--- config.mk ---
export PLATFORM = sky130hd
export DESIGN_NAME = pipe_skid_reg
export DESIGN_NICKNAME = d
export VERILOG_FILES = /design/src/rtl/pipe_skid_reg_pkg.sv /design/src/rtl/pipe_skid_reg_sat_counter.sv /design/src/rtl/pipe_skid_reg.sv
export SDC_FILE = /design/constraint.sdc
export NUM_CORES = 1
export LEC_CHECK = 0
export CORE_MARGIN = 2
export CORE_UTILIZATION = 50
export DETAILED_ROUTE_END_ITERATION = 12
export GPL_TIMING_DRIVEN = 0
export PLACE_DENSITY_LB_ADDON = 0.15
export SLEW_MARGIN = 20
export SYNTH_ARGS = -nofsm -noshare
export SYNTH_HDL_FRONTEND = slang
export SYNTH_SLANG_ARGS = --single-unit
--- constraint.sdc ---
create_clock -name CLK -period 2.1 [get_ports CLK]
set_input_delay 0.42 -clock CLK [delete_from_list [all_inputs] [get_ports CLK]]
set_output_delay 0.42 -clock CLK [all_outputs]
set_load 0.02 [all_outputs]
--- src/rtl/pipe_skid_reg_pkg.sv ---
// Shared pipeline-register definitions.
// State encodings are reused by every pipeline stage register.
package pipe_skid_reg_pkg;

  typedef enum logic [1:0] {
    ST_EMPTY = 2'd0,
    ST_FULL  = 2'd1,
    ST_SKID  = 2'd2
  } skid_state_e;

  function automatic logic st_has_main(
    input skid_state_e s
  );
    return s != ST_EMPTY;
  endfunction

  function automatic logic st_can_take(
    input skid_state_e s
  );
    return s != ST_SKID;
  endfunction

endpackage

--- src/rtl/pipe_skid_reg_sat_counter.sv ---
// Saturating up-counter with synchronous clear.
// Stops at all-ones instead of wrapping.
module sat_counter #(
  parameter int CNT_W = 16
) (
  input  logic             clk_i,
  input  logic             clr_i,
  input  logic             en_i,
  output logic [CNT_W-1:0] cnt_o
);

  logic [CNT_W-1:0] cnt_q;
  logic [CNT_W-1:0] cnt_d;
  logic             at_max;

  assign at_max = &cnt_q;

  always_comb begin
    cnt_d = cnt_q;
    if (en_i && !at_max)
      cnt_d = cnt_q + 1'b1;
  end

  always_ff @(posedge clk_i) begin
    if (clr_i)
      cnt_q <= '0;
    else
      cnt_q <= cnt_d;
  end

  assign cnt_o = cnt_q;

endmodule

--- src/rtl/pipe_skid_reg.sv ---
// Two-entry skid pipeline register with freeze, flush and a stall counter.
// Ready/valid are decoded from state only, so no comb path crosses the stage.
module pipe_skid_reg
  import pipe_skid_reg_pkg::*;
#(
  parameter int               WIDTH  = 128,
  parameter logic [WIDTH-1:0] BUBBLE = '0,
  parameter int               CNT_W  = 16
) (
  input  logic             CLK,
  input  logic             RESET,
  input  logic             BUSYWAIT,
  input  logic             FLUSH,
  input  logic [WIDTH-1:0] IN_DATA,
  input  logic             IN_VALID,
  output logic             IN_READY,
  output logic [WIDTH-1:0] OUT_DATA,
  output logic             OUT_VALID,
  input  logic             OUT_READY,
  output logic [CNT_W-1:0] STALL_COUNT
);

  skid_state_e      state_q;
  skid_state_e      state_d;
  logic [WIDTH-1:0] main_q;
  logic [WIDTH-1:0] main_d;
  logic [WIDTH-1:0] skid_q;
  logic [WIDTH-1:0] skid_d;

  logic in_fire;
  logic out_fire;
  logic stall_en;

  assign IN_READY  = st_can_take(state_q);
  assign OUT_VALID = st_has_main(state_q);
  assign OUT_DATA  = main_q;

  assign in_fire  = IN_VALID & IN_READY & ~BUSYWAIT;
  assign out_fire = OUT_VALID & OUT_READY & ~BUSYWAIT;

  always_comb begin
    state_d = state_q;
    main_d  = main_q;
    skid_d  = skid_q;
    if (FLUSH) begin
      state_d = ST_EMPTY;
      main_d  = BUBBLE;
      skid_d  = BUBBLE;
    end else if (!BUSYWAIT) begin
      unique case (state_q)
        ST_EMPTY: begin
          if (in_fire) begin
            main_d  = IN_DATA;
            state_d = ST_FULL;
          end
        end
        ST_FULL: begin
          if (in_fire && out_fire) begin
            main_d = IN_DATA;
          end else if (in_fire) begin
            skid_d  = IN_DATA;
            state_d = ST_SKID;
          end else if (out_fire) begin
            main_d  = BUBBLE;
            state_d = ST_EMPTY;
          end
        end
        ST_SKID: begin
          if (out_fire) begin
            main_d  = skid_q;
            skid_d  = BUBBLE;
            state_d = ST_FULL;
          end
        end
        default: begin
          state_d = ST_EMPTY;
          main_d  = BUBBLE;
          skid_d  = BUBBLE;
        end
      endcase
    end
  end

  always_ff @(posedge CLK) begin
    if (RESET) begin
      state_q <= ST_EMPTY;
      main_q  <= BUBBLE;
      skid_q  <= BUBBLE;
    end else begin
      state_q <= state_d;
      main_q  <= main_d;
      skid_q  <= skid_d;
    end
  end

  // Back-pressured cycles only; freeze and flush cycles are not stalls.
  assign stall_en = OUT_VALID & ~OUT_READY & ~BUSYWAIT & ~FLUSH;

  sat_counter #(
    .CNT_W(CNT_W)
  ) u_stall_cnt (
    .clk_i(CLK),
    .clr_i(RESET),
    .en_i (stall_en),
    .cnt_o(STALL_COUNT)
  );

endmodule

== Yosys cells after proc, flatten, opt, wreduce, memory -nomap -nowiden ==
Cells that the tools add are included.

* Bits in registers: 274
* Input bits: 134
* Output and inout port bits: 146
* Word-level logic and storage cells: 50

* Add/sub/neg operators: 1
* Eq/ne operators: 10
* Mux-type cells: 14
* Bitwise gates (word level): 11
* Reductions and logical operators: 10

{| class="wikitable"
|+ Operator list
! kind !! number
|-
| $mux 128 || 6
|-
| $pmux 128 s3 || 2
|-
| $add 16x1->16 const B || 1
|-
| $reduce_and 16->1 || 1
|-
| $reduce_and 5->1 || 3
|-
| $mux 2 || 5
|-
| $ne 2x2->1 const B || 5
|-
| $ne 3x3->1 const B || 3
|-
| $and 1x1->1 || 7
|-
| $pmux 2 s3 || 1
|-
| $not 1->1 || 4
|-
| $eq 2x1->1 const B || 1
|-
| $eq 2x2->1 const B || 1
|-
| $logic_and 1x1->1 || 2
|-
| $logic_not 2->1 || 1
|-
| $reduce_bool 2->1 || 1
|-
| $reduce_or 2->1 || 1
|-
| $logic_not 1->1 || 1
|}

== Longest topological paths before layout ==
Gate-level depths: netlist of the first run.

* Depth in word-level cells: 7
* Gate-level depth with buffers: 7
* Gate-level depth less buffers: 5

== Modules after synthesis ==
A second synthesis of the first run with hierarchy kept.

* Cell total of the unflattened synthesis: 1,339
* Area total of the unflattened synthesis: 11,712.5 um^2

{| class="wikitable"
|+ Modules (own cells, without submodules)
! module !! times used !! cells each !! area each (um^2) !! sequential area each (um^2)
|-
| pipe_skid_reg || 1 || 1,243 || 10,879.2 || 5,165.0
|-
| sat_counter || 1 || 96 || 833.3 || 320.3
|}

== Worst setup path before layout of the first run ==
Ideal clock, no wire load.

* Path type: reg-to-reg
* Start: register u_stall_cnt.cnt_q[0], in the netlist u_stall_cnt.cnt_o[0]
* End: register u_stall_cnt.cnt_q[6], in the netlist u_stall_cnt.cnt_o[6]
* Setup time: 0.121 ns
* Arrival time: 1.786 ns
* Data required time: 1.979 ns
* Path slack: 0.193 ns
* Cell stages (with the launch flop): 7
* Path buffers: 1
* Clock period less this slack: 1.907 ns
* Path through: dfxtp_1 ha_1 and3_1 and4_1 buf_2 a211oi_1 mux2_2

* Longest elaborated chain between the ends: 3
* Elaborated cells between the ends (all ways): 4
* Classes of those cells: add/sub: 1; reduce/logical: 3

{| class="wikitable"
|+ Ends and longest elaborated chain
! what !! line !! text
|-
| from (decl) || pipe_skid_reg_sat_counter.sv:12 || <nowiki>logic [CNT_W-1:0] cnt_q;</nowiki>
|-
| from (signal assigned) || pipe_skid_reg_sat_counter.sv:28 || <nowiki>cnt_q <= cnt_d;</nowiki>
|-
| parallel branches: the longest is 3 deep, another holds $add 16x1->16 || - ||
|}

Parallel ways; which one is timed is not known.
A chain may end at the register's enable or synchronous reset.

== Worst setup path after layout of the first run ==
* Start: input RESET
* End: register main_q[111], in the netlist OUT_DATA[111]

* Longest elaborated chain between the ends: 1

{| class="wikitable"
|+ Ends and longest elaborated chain
! what !! line !! text
|-
| from (decl) || pipe_skid_reg.sv:11 || <nowiki>input logic RESET,</nowiki>
|-
| $reduce_or 2->1 (no source line) || - ||
|-
| to (signal assigned) || pipe_skid_reg.sv:91 || <nowiki>main_q <= main_d;</nowiki>
|-
| to (decl) || pipe_skid_reg.sv:25 || <nowiki>logic [WIDTH-1:0] main_q;</nowiki>
|}

Every way passes these cells.

==> run_results.csv, run 1 <==
group,metric,value,unit
yosys,synth_edf_count,0,
clock_tree,cts_root_buf,"clkbuf_16",
timing,tns,0,ns
drt,drtAntennaViolNets,0,
power,combPwrFrac,12.3,%
timing,slew-limit-headroom,65.4,%
power,pwr-share-seq,45.3,%
clock_tree,cts_buffer_depth,3,
floorplanning,die_h,159,microns
setup_path,critical_path.top_delay_family,"buffers and inverters",
power,ir_drop,0.000661,V
yosys,syn_nets,1546,
timing,setup_slack,0.0441,ns
setup_path,startpoint_type,"input pin",
setup_path,crit_buf_inv,4,
yosys,synthTopCellsByCount,"394 x nor2_1, 274 x dfxtp_1, 140 x a21oi_1",
power,p_int,0.00893,W
clock_tree,clock-sinks,274,
timing,hold_viol_final,0,
timing,fin_worst_skew,0.00835,ns
timing,rsz0062_at_grt,"false",
finish,regArea,5490,sq um
grt,grt_pass1_vias,11100,
drt,drc,0,
finish,nNetsFinal,1854,
finish,area_growth,35.0,%
floorplanning,io_pins,280,
clock_tree,numCtsBuffers,29,
drt,via_per_inst,5.67,
place,gp_congestion,0.846,
floorplanning,std_cell_rows,56,
finish,fillerInstances,1987,
setup_path,required,2.50,ns
place,dp.cells,2008,
setup_path,slowest_delay,0.58,ns
grt,grt_max_degree,14,
yosys,async_flop_share,0,%
clock_tree,path_clk_slew,0.06,ns
timing,fmax,486,MHz
finish,drive_gt1_share,8.17,%
yosys,synth-main-ff-cell,"dfxtp_1",
power,powerDensity,724,nW/um^2
grt,antenna_found_initial,2,
grt,gr-total-overflow,0,
drt,drt_iter0_drc,685,
setup_path,crit_path_max_fanout,10,
power,swShare,24.3,%
yosys,synth_top_area_cell,"dfxtp_1",
yosys,netlist_instances,1411,
clock_tree,cts_tree,"yes",
setup_path,crit_arrival,2.45,ns
status,status,"finished, final reports clean",
place,portBuffers,278,
power,p_sw,0.00287,W
setup_path,endpoint_kind,"register",
clock_tree,htreeDepth,1,
setup_path,crit_top_cell,"clkbuf_1",
yosys,syn_area,12100,sq um
floorplanning,dieArea,25400,sq um
timing,setup_viol,0,
drt,vias,11700,
timing,drv_slew,0,
setup_path,path_class,"in -> reg",
power,leakage,5.68,nW
floorplanning,initial_utilization,51.2,%
yosys,syn_avg_cell_area,8.57,sq um
grt,grt_pass1_wl,57200,microns
timing,tightest_slew,0.518,ns
power,power.total,0.0118,W
grt,grt_usage,27.0,%
clock_tree,clock_latency,0.53,ns
job,maxCapViolCount,0,
power,p_clk_share,42.4,%
place,hpwlAfterDp,25000,microns
setup_path,slowest_stage,"clkdlybuf4s50_1",
timing,period_share,97.9,%
yosys,synth_cell_types,38,
drt,wirelength,35800,microns
yosys,ys_warn_count,0,
timing,period_minus_slack,2.06,ns
yosys,yosysMostFrequentCell,"nor2_1",
setup_path,crit_chain,"clkdlybuf4s50_1, or2_2, clkbuf_1, clkbuf_2, clkbuf_1, a211oi_1",
yosys,yosysSeqAreaShare,45.4,%
drt,drt-pass1-iter-count,5,
finish,multi_input_area,6000,sq um
drt,wl_per_cell,17.4,microns
yosys,synth_top_area_share,45.4,%
floorplanning,die_w,159,microns
clock_tree,cts_setup_buffers,0,
place,dp_slack,-0.814,ns
floorplanning,fp.coreArea,23600,sq um
worst_hold_path,hp-class,"in -> reg",
yosys,synth-seq-cells,274,
yosys,ys_top_cells_by_area,"dfxtp_1 45%, nor2_1 12%, mux2i_1 11%",
finish,layout.cells.non_filler,2058,
[worst register-to-register path, stage by stage, from the launching register on]
cell,delay [ns]
dfxtp_1,0.36
ha_1,0.24
and3_2,0.27
and4_1,0.21
buf_2,0.18
or4_1,0.49
a21oi_1,0.16
[layout make-up]
class,count,share of cell area (%)
clock buffers,47,5.48
multi-input cells,999,36.8
plain buffers,134,4.22
clock inverters,3,0.245
well taps,319,2.45
repair buffers,278,17.1
inverters,3,0.0690
diodes,1,0.0153
flip-flops and latches,274,33.6
[worst paths after layout]
kind | start | end | slack, ns | cells after the start
worst max-delay path | RESET | OUT_DATA[111]$_SDFFE_PP0P_ | 0.04 | 6
worst min-delay path | OUT_READY | state_q[0]$_SDFFE_PP0P_ | 0.38 | 4
worst max register to register | u_stall_cnt.cnt_o[0]$_SDFFE_PP0P_ | u_stall_cnt.cnt_o[10]$_SDFFE_PP0P_ | 0.12 | 6
worst min register to register | OUT_DATA[62]$_SDFFE_PP0P_ | OUT_DATA[62]$_SDFFE_PP0P_ | 0.49 | 2
[power by group through the flow]
stage | Clock, W | Combinational, W | Sequential [W]
detailed placement | 0 | 0.00142 | 0.00546
floorplan | 0 | 0.000609 | 0.00557
global placement | 0 | 0.00141 | 0.00546
finish | 0.00501 | 0.00145 | 0.00535
CTS | 0.00505 | 0.00144 | 0.00535
global route | 0.00529 | 0.00157 | 0.00535
[cells by family after synthesis]
group	count (synthesis)	synth area share, %
AO/OA/AOI/OAI	411	22.6
XOR/XNOR	1	0.0725
adder cells (fa/ha/maj)	1	0.103
buffers and inverters	138	5.07
flip-flops	274	45.4
multiplexers	136	11.3
AND/OR/NAND/NOR	450	15.5
[repair_timing]
action,4_1_cts,5_1_grt
pin swaps,0,1
gates resized for setup,28,68
hold buffers,0,0
gates cloned,0,0
setup endpoints to repair,224,227
[metal layers]
metal | vias to the layer above | part of all wire (%) | global-route usage, %
met3 | 71 | 6.5 | 5.26
li1 | 5679 | - | -
met2 | 405 | 47 | 45.4
met1 | 5523 | 43 | 34.9
met5 | - | 0 | 0
met4 | 0 | 3.1 | 8.76
[sequential cells by signal, summed over array words and instances, names as in the netlist]
signal / count
OUT_DATA: 128
skid_q: 128
u_stall_cnt.cnt_o: 16
state_q: 2
[through the flow]
step,instance area (sq um),hold WS [ns],utilization [%]
3_3_place_gp,15300,0.477,64.7
6_report,16300,0.381,69.1
4_1_cts,16300,0.375,68.8
2_1_floorplan,12100,0.463,-
3_5_place_dp,15300,0.483,64.7
5_1_grt,16300,0.397,69.1
[cells in the final DEF (no fill, tap or decap), drive strengths merged, types with 4 or more instances in the layout]
| master | instances |
|---|---|
| nand3 | 6 |
| dfxtp | 274 |
| mux2i | 132 |
| dlymetal6s2s | 4 |
| nand4 | 7 |
| and4 | 4 |
| o31ai | 8 |
| and3 | 4 |
| or4 | 10 |
| clkdlybuf4s50 | 272 |
| buf | 51 |
| nand2b | 5 |
| a22oi | 127 |
| mux2 | 4 |
| a21oi | 140 |
| nor2 | 394 |
| a211oi | 130 |
| nand2 | 6 |
| clkbuf | 132 |
(Power assumes the default switching activity.)
==> inputs of run 2 (changes only) <==
- ABC_AREA: default -> 0
- CORE_UTILIZATION: 50 -> 46
- GPL_ROUTABILITY_DRIVEN: default -> 0
- clock period: 2.1 -> 1.69 ns (I/O delays scaled with it)
==> run 2 against run 1 <==
Against the previous run: the flow now finishes with violations (setup timing); wire length grew 17%; sequential power grew 24%; first-iteration DRC count grew 62%; register-to-register slack lost 0.18 ns; core utilization grew 2.4 points; cell count grew 3.4%; total power grew 32%; final area grew 14%; setup slack lost 0.23 ns; critical endpoint is now IN_READY; largest cell class unchanged; largest power group unchanged.
==> run_results.csv, run 2 (synthesis results as in run 1) <==
group,metric,value,unit
status,status,"finished, violations left",
status,violations,"setup timing",
job,maxCapViolCount,0,
drt,drtAntennaViolNets,0,
worst_hold_path,hp-class,"in -> reg",
clock_tree,numCtsBuffers,30,
floorplanning,fp.coreArea,25900,sq um
finish,final_cell_area,18500,sq um
grt,grt_pass1_wl,62700,microns
drt,drc,0,
finish,regArea,5510,sq um
drt,vias,12200,
grt,gr-total-overflow,0,
floorplanning,die_w,166,microns
finish,area_growth,53.2,%
finish,drive_gt1_share,26.4,%
clock_tree,cts_buffer_depth,3,
timing,setup_viol,30,
setup_path,required,1.35,ns
setup_path,endpoint_kind,"output port",
timing,fin_worst_skew,0.0103,ns
place,hpwlAfterDp,25600,microns
grt,grt_usage,27.6,%
drt,drt_iter0_drc,1108,
drt,drt-pass1-iter-count,5,
timing,drv_slew,0,
grt,grt_max_degree,15,
timing,period_minus_slack,1.88,ns
power,powerDensity,841,nW/um^2
drt,wirelength,41800,microns
setup_path,path_class,"reg -> out",
clock_tree,cts_root_buf,"clkbuf_16",
grt,antenna_found_initial,2,
place,dp_slack,-1.25,ns
floorplanning,die_h,166,microns
place,place_area,15300,sq um
clock_tree,cts_tree,"yes",
finish,layout_common_cells,"307 x nor2_1, 263 x dfxtp_1, 134 x a21oi_1, 134 x dlygate4sd2_1, 132 x mux2i_1",
setup_path,crit_arrival,1.54,ns
timing,setup_slack,-0.185,ns
finish,nNetsFinal,1903,
floorplanning,initial_utilization,46.7,%
finish,fillerInstances,2011,
floorplanning,std_cell_rows,59,
timing,tightest_slew,0.733,ns
finish,final_common_cell,"nor2_1",
clock_tree,htreeDepth,1,
drt,wl_per_cell,19.6,microns
setup_path,crit_path_max_fanout,4,
timing,fmax,533,MHz
floorplanning,io_pins,280,
power,ir_drop,0.000748,V
timing,slew-limit-headroom,51.1,%
timing,period_share,111,%
clock_tree,clock-sinks,274,
timing,hold_viol_final,0,
clock_tree,path_clk_slew,0.06,ns
power,power.total,0.0156,W
timing,rsz0062_at_grt,"true",
finish,multi_input_area,7110,sq um
place,portBuffers,278,
grt,grt_pass1_vias,11600,
clock_tree,clock_latency,0.55,ns
setup_path,startpoint_type,"register",
drt,via_per_inst,5.75,
clock_tree,hold_buffers,0,
floorplanning,dieArea,27600,sq um
power,leakage,7.04,nW
==> run 2: cell types whose count changed in the layout (fill, tap and decap cells not counted), sizes merged <==
cell,before,now
dlygate4sd2,0,134
clkinv,2,7
clkdlybuf4s15,0,8
clkdlybuf4s50,272,131
clkbuf,132,114
dlymetal6s2s,4,0
buf,51,120
==> run 2: worst paths after layout <==
| kind | from | endpoint | slack (ns) | depth (start not counted) |
|---|---|---|---|---|
| worst max-delay path | state_q[0]$_SDFFE_PP0P_ | IN_READY | -0.19 | 5 |
| worst min-delay path | OUT_READY | state_q[0]$_SDFFE_PP0P_ | 0.30 | 4 |
| worst max register to register | state_q[0]$_SDFFE_PP0P_ | OUT_DATA[8]$_SDFFE_PP0P_ | -0.06 | 9 |
| worst min register to register | OUT_DATA[61]$_SDFFE_PP0P_ | OUT_DATA[61]$_SDFFE_PP0P_ | 0.49 | 2 |
==> run 2: layout make-up <==
class                   instances  share of cell area [%]
multi-input cells             999                    38.4
diodes                          1                  0.0135
plain buffers                 127                    5.74
clock buffers                  47                    5.00
inverters                       3                  0.0608
clock inverters                 8                   0.351
flip-flops and latches        274                    29.7
repair buffers                333                    18.5
well taps                     335                    2.26
==> run 2: power by group <==
group	internal, W	switching, W
logic	0.00106	0.00129
registers	0.00657	0.0000902
clock network	0.00388	0.00269
total	0.0115	0.00406
==> run 2: timing repair <==
action,CTS,global route
setup buffers,35,12
resized for setup,460,299
endpoints found under the setup margin,415,270
gates cloned,17,7
pin swaps,88,84
==> run 2: through the flow <==
step	instances	TNS (ns)	util [%]	hold WS, ns
2_1_floorplan	1411	0	-	0.463
3_3_place_gp	2024	-274.82	59.2	0.476
3_5_place_dp	2024	-277.87	59.2	0.482
4_1_cts	2130	-8.54	68.6	0.268
5_1_grt	2127	-5.36	71.5	0.322
6_report	2127	-0.740	71.5	0.299
==> run 2: critical path, cell delays in order, from the launching register on <==
cell	delay, ns
dfxtp_2	0.32
buf_6	0.13
clkbuf_16	0.14
clkbuf_16	0.13
nand2b_4	0.13
buf_6	0.13
==> run 2: layer usage <==
metal / vias up / share of wire (%) / GRT usage, %
met2: 460 / 47 / 45.7
met1: 5926 / 43 / 36.9
li1: 5774 / - / -
met5: - / 0 / 0
met4: 0 / 3.0 / 8.13
met3: 75 / 7.1 / 5.20
==> inputs of run 3 (changes only) <==
- PLACE_DENSITY_LB_ADDON: 0.15 -> 0.25
==> run 3 against run 2 <==
Against the previous run: the run still ends with setup timing left; clock skew rose by 0.0015 ns; clock power down 3.8%; register-to-register slack lost 0.12 ns; cell count fell by 0.42%; critical path depth did not move; combinational power decreased by 5%; global-route usage increased by 0.56 points; die area did not move; sequential cell count unchanged; via count decreased by 0.92%; largest cell class unchanged.
==> run_results.csv, run 3 (synthesis results as in run 1) <==
group,metric,value,unit
clock_tree,cts_tree,"yes",
drt,routed.top_layer,"met4",
drt,drc,0,
setup_path,crit_arrival,1.56,ns
place,portBuffers,278,
setup_path,required,1.35,ns
worst_hold_path,hp-class,"in -> reg",
timing,fin_worst_skew,0.0117,ns
timing,period_minus_slack,1.90,ns
drt,wl_per_cell,19.0,microns
power,ir_drop,0.000648,V
timing,period_share,113,%
finish,fillerInstances,2082,
setup_path,startpoint_type,"register",
finish,nNetsFinal,1898,
floorplanning,dieArea,27600,sq um
setup_path,r2r_cells,9,
clock_tree,htreeDepth,1,
drt,met1Wirelength,17400,microns
setup_path,crit_path_max_fanout,6,
timing,tightest_slew,0.675,ns
clock_tree,cts_buffer_depth,3,
timing,fmax,526,MHz
grt,grt_max_degree,20,
grt,grt_usage,28.2,%
clock_tree,numCtsBuffers,29,
finish,drive_gt1_share,20.6,%
drt,dr_wl_met2,18800,microns
finish,multi_input_area,6670,sq um
power,leakage,6.91,nW
drt,drtAntennaViolNets,0,
timing,setup_viol,109,
worst_hold_path,whs_endpoint,"state_q[1]$_SDFFE_PP0P_",
drt,wirelength,40300,microns
clock_tree,clock-sinks,274,
floorplanning,std_cell_rows,59,
setup_path,timing.reg2reg.setup_slack,-0.18,ns
drt,drt_iter0_drc,1036,
drt,vias,12100,
place,hpwlAfterDp,25800,microns
place,dp_slack,-1.22,ns
floorplanning,die_h,166,microns
setup_path,path_class,"reg -> out",
timing,drv_slew,0,
drt,wl_met3,2740,microns
setup_path,reg2reg_from,"state_q[0]$_SDFFE_PP0P_",
grt,antenna_found_initial,1,
timing,slew-limit-headroom,55.0,%
worst_hold_path,min_from,"OUT_READY",
clock_tree,path_clk_slew,0.06,ns
grt,grt_pass1_vias,11800,
setup_path,endpoint_kind,"output port",
setup_path,crit_start,"state_q[0]$_SDFFE_PP0P_",
floorplanning,fp.coreArea,25900,sq um
timing,hold_viol_final,0,
grt,gr-total-overflow,0,
timing,tns,-7.46,ns
clock_tree,clock_latency,0.55,ns
finish,layout.cells.non_filler,2118,
clock_tree,cts_root_buf,"clkbuf_16",
finish,final_common_cell,"nor2_1",
worst_hold_path,whs_path_depth,4,
place,place_area,15300,sq um
timing,rsz0062_at_grt,"true",
timing,setup_slack,-0.212,ns
grt,grt_pass1_wl,64200,microns
finish,layout_common_cells,"360 x nor2_1, 263 x dfxtp_1, 138 x a21oi_1, 137 x dlygate4sd2_1",
setup_path,worstReg2RegEnd,"OUT_DATA[125]$_SDFFE_PP0P_",
floorplanning,initial_utilization,46.7,%
drt,drt-pass1-iter-count,6,
finish,final_cell_area,18000,sq um
finish,utilization,69.4,%
finish,regArea,5510,sq um
power,powerDensity,845,nW/um^2
place,dp.cells,2024,
status,violations,"setup timing",
finish,area_growth,48.7,%
job,maxCapViolCount,0,
status,status,"finished, violations left",
drt,via_per_inst,5.72,
floorplanning,io_pins,280,
floorplanning,die_w,166,microns
[run 3: cell count changes in the layout (fill, tap and decap cells not counted), sizes merged]
cell	change
clkinv	-5
dlygate4sd2	+3
clkinvlp	+1
clkbuf	+7
diode	+1
buf	-12
clkdlybuf4s15	-5
inv	+1
[run 3: where the power goes]
| part | switching (W) | total [W] | internal (W) |
|---|---|---|---|
| registers | 0.0000765 | 0.00665 | 0.00657 |
| clock network | 0.00265 | 0.00632 | 0.00367 |
| logic | 0.00120 | 0.00223 | 0.00103 |
[run 3: metrics by stage]
stage / power, W / hold slack [ns]
floorplan: 0.00767 / 0.463
global placement: 0.00853 / 0.475
detailed placement: 0.00855 / 0.482
CTS: 0.0152 / 0.270
global route: 0.0157 / 0.325
finish: 0.0152 / 0.301
[run 3: what timing repair did]
| action | in CTS | in global routing |
|---|---|---|
| hold buffers | 0 | 0 |
| pin swaps | 89 | 20 |
| buffers inserted | 30 | 8 |
| gates cloned | 14 | 1 |
| resized for setup | 485 | 100 |
| setup endpoints to repair | 415 | 268 |
[run 3: worst max-delay path by stage]
stage / end / slack [ns] / cells past startpoint
final: IN_READY / -0.21 / 5
after global routing: IN_READY / -0.25 / 5
after CTS: IN_READY / -0.25 / 5
after detailed placement: skid_q[5]$_SDFFE_PP0P_ / -1.22 / 6
after global placement: OUT_DATA[39]$_SDFFE_PP0P_ / -1.18 / 6
after floorplan: u_stall_cnt.cnt_o[11]$_SDFFE_PP0P_ / 0.002 / 6
[run 3: final cells by class]
class	count	area share, %
Antenna cell	2	0.0278
Buffer	129	6.09
Clock buffer	44	4.85
Clock inverter	5	0.313
Inverter	3	0.0627
Multi-Input combinational cell	999	37.1
Sequential cell	274	30.7
Tap cell	335	2.33
Timing Repair Buffer	327	18.5
[run 3: critical path: stages, from the launching register on]
cell	delay, ns
dfxtp_2	0.33
buf_6	0.14
clkbuf_16	0.15
clkbuf_16	0.13
nand2b_4	0.13
buf_6	0.13
[run 3: routing by layer]
metal,vias to the layer above,track usage (%)
met3,86,5.08
met4,0,8.77
met5,-,0
met1,5796,37.9
met2,458,46.2
li1,5783,-
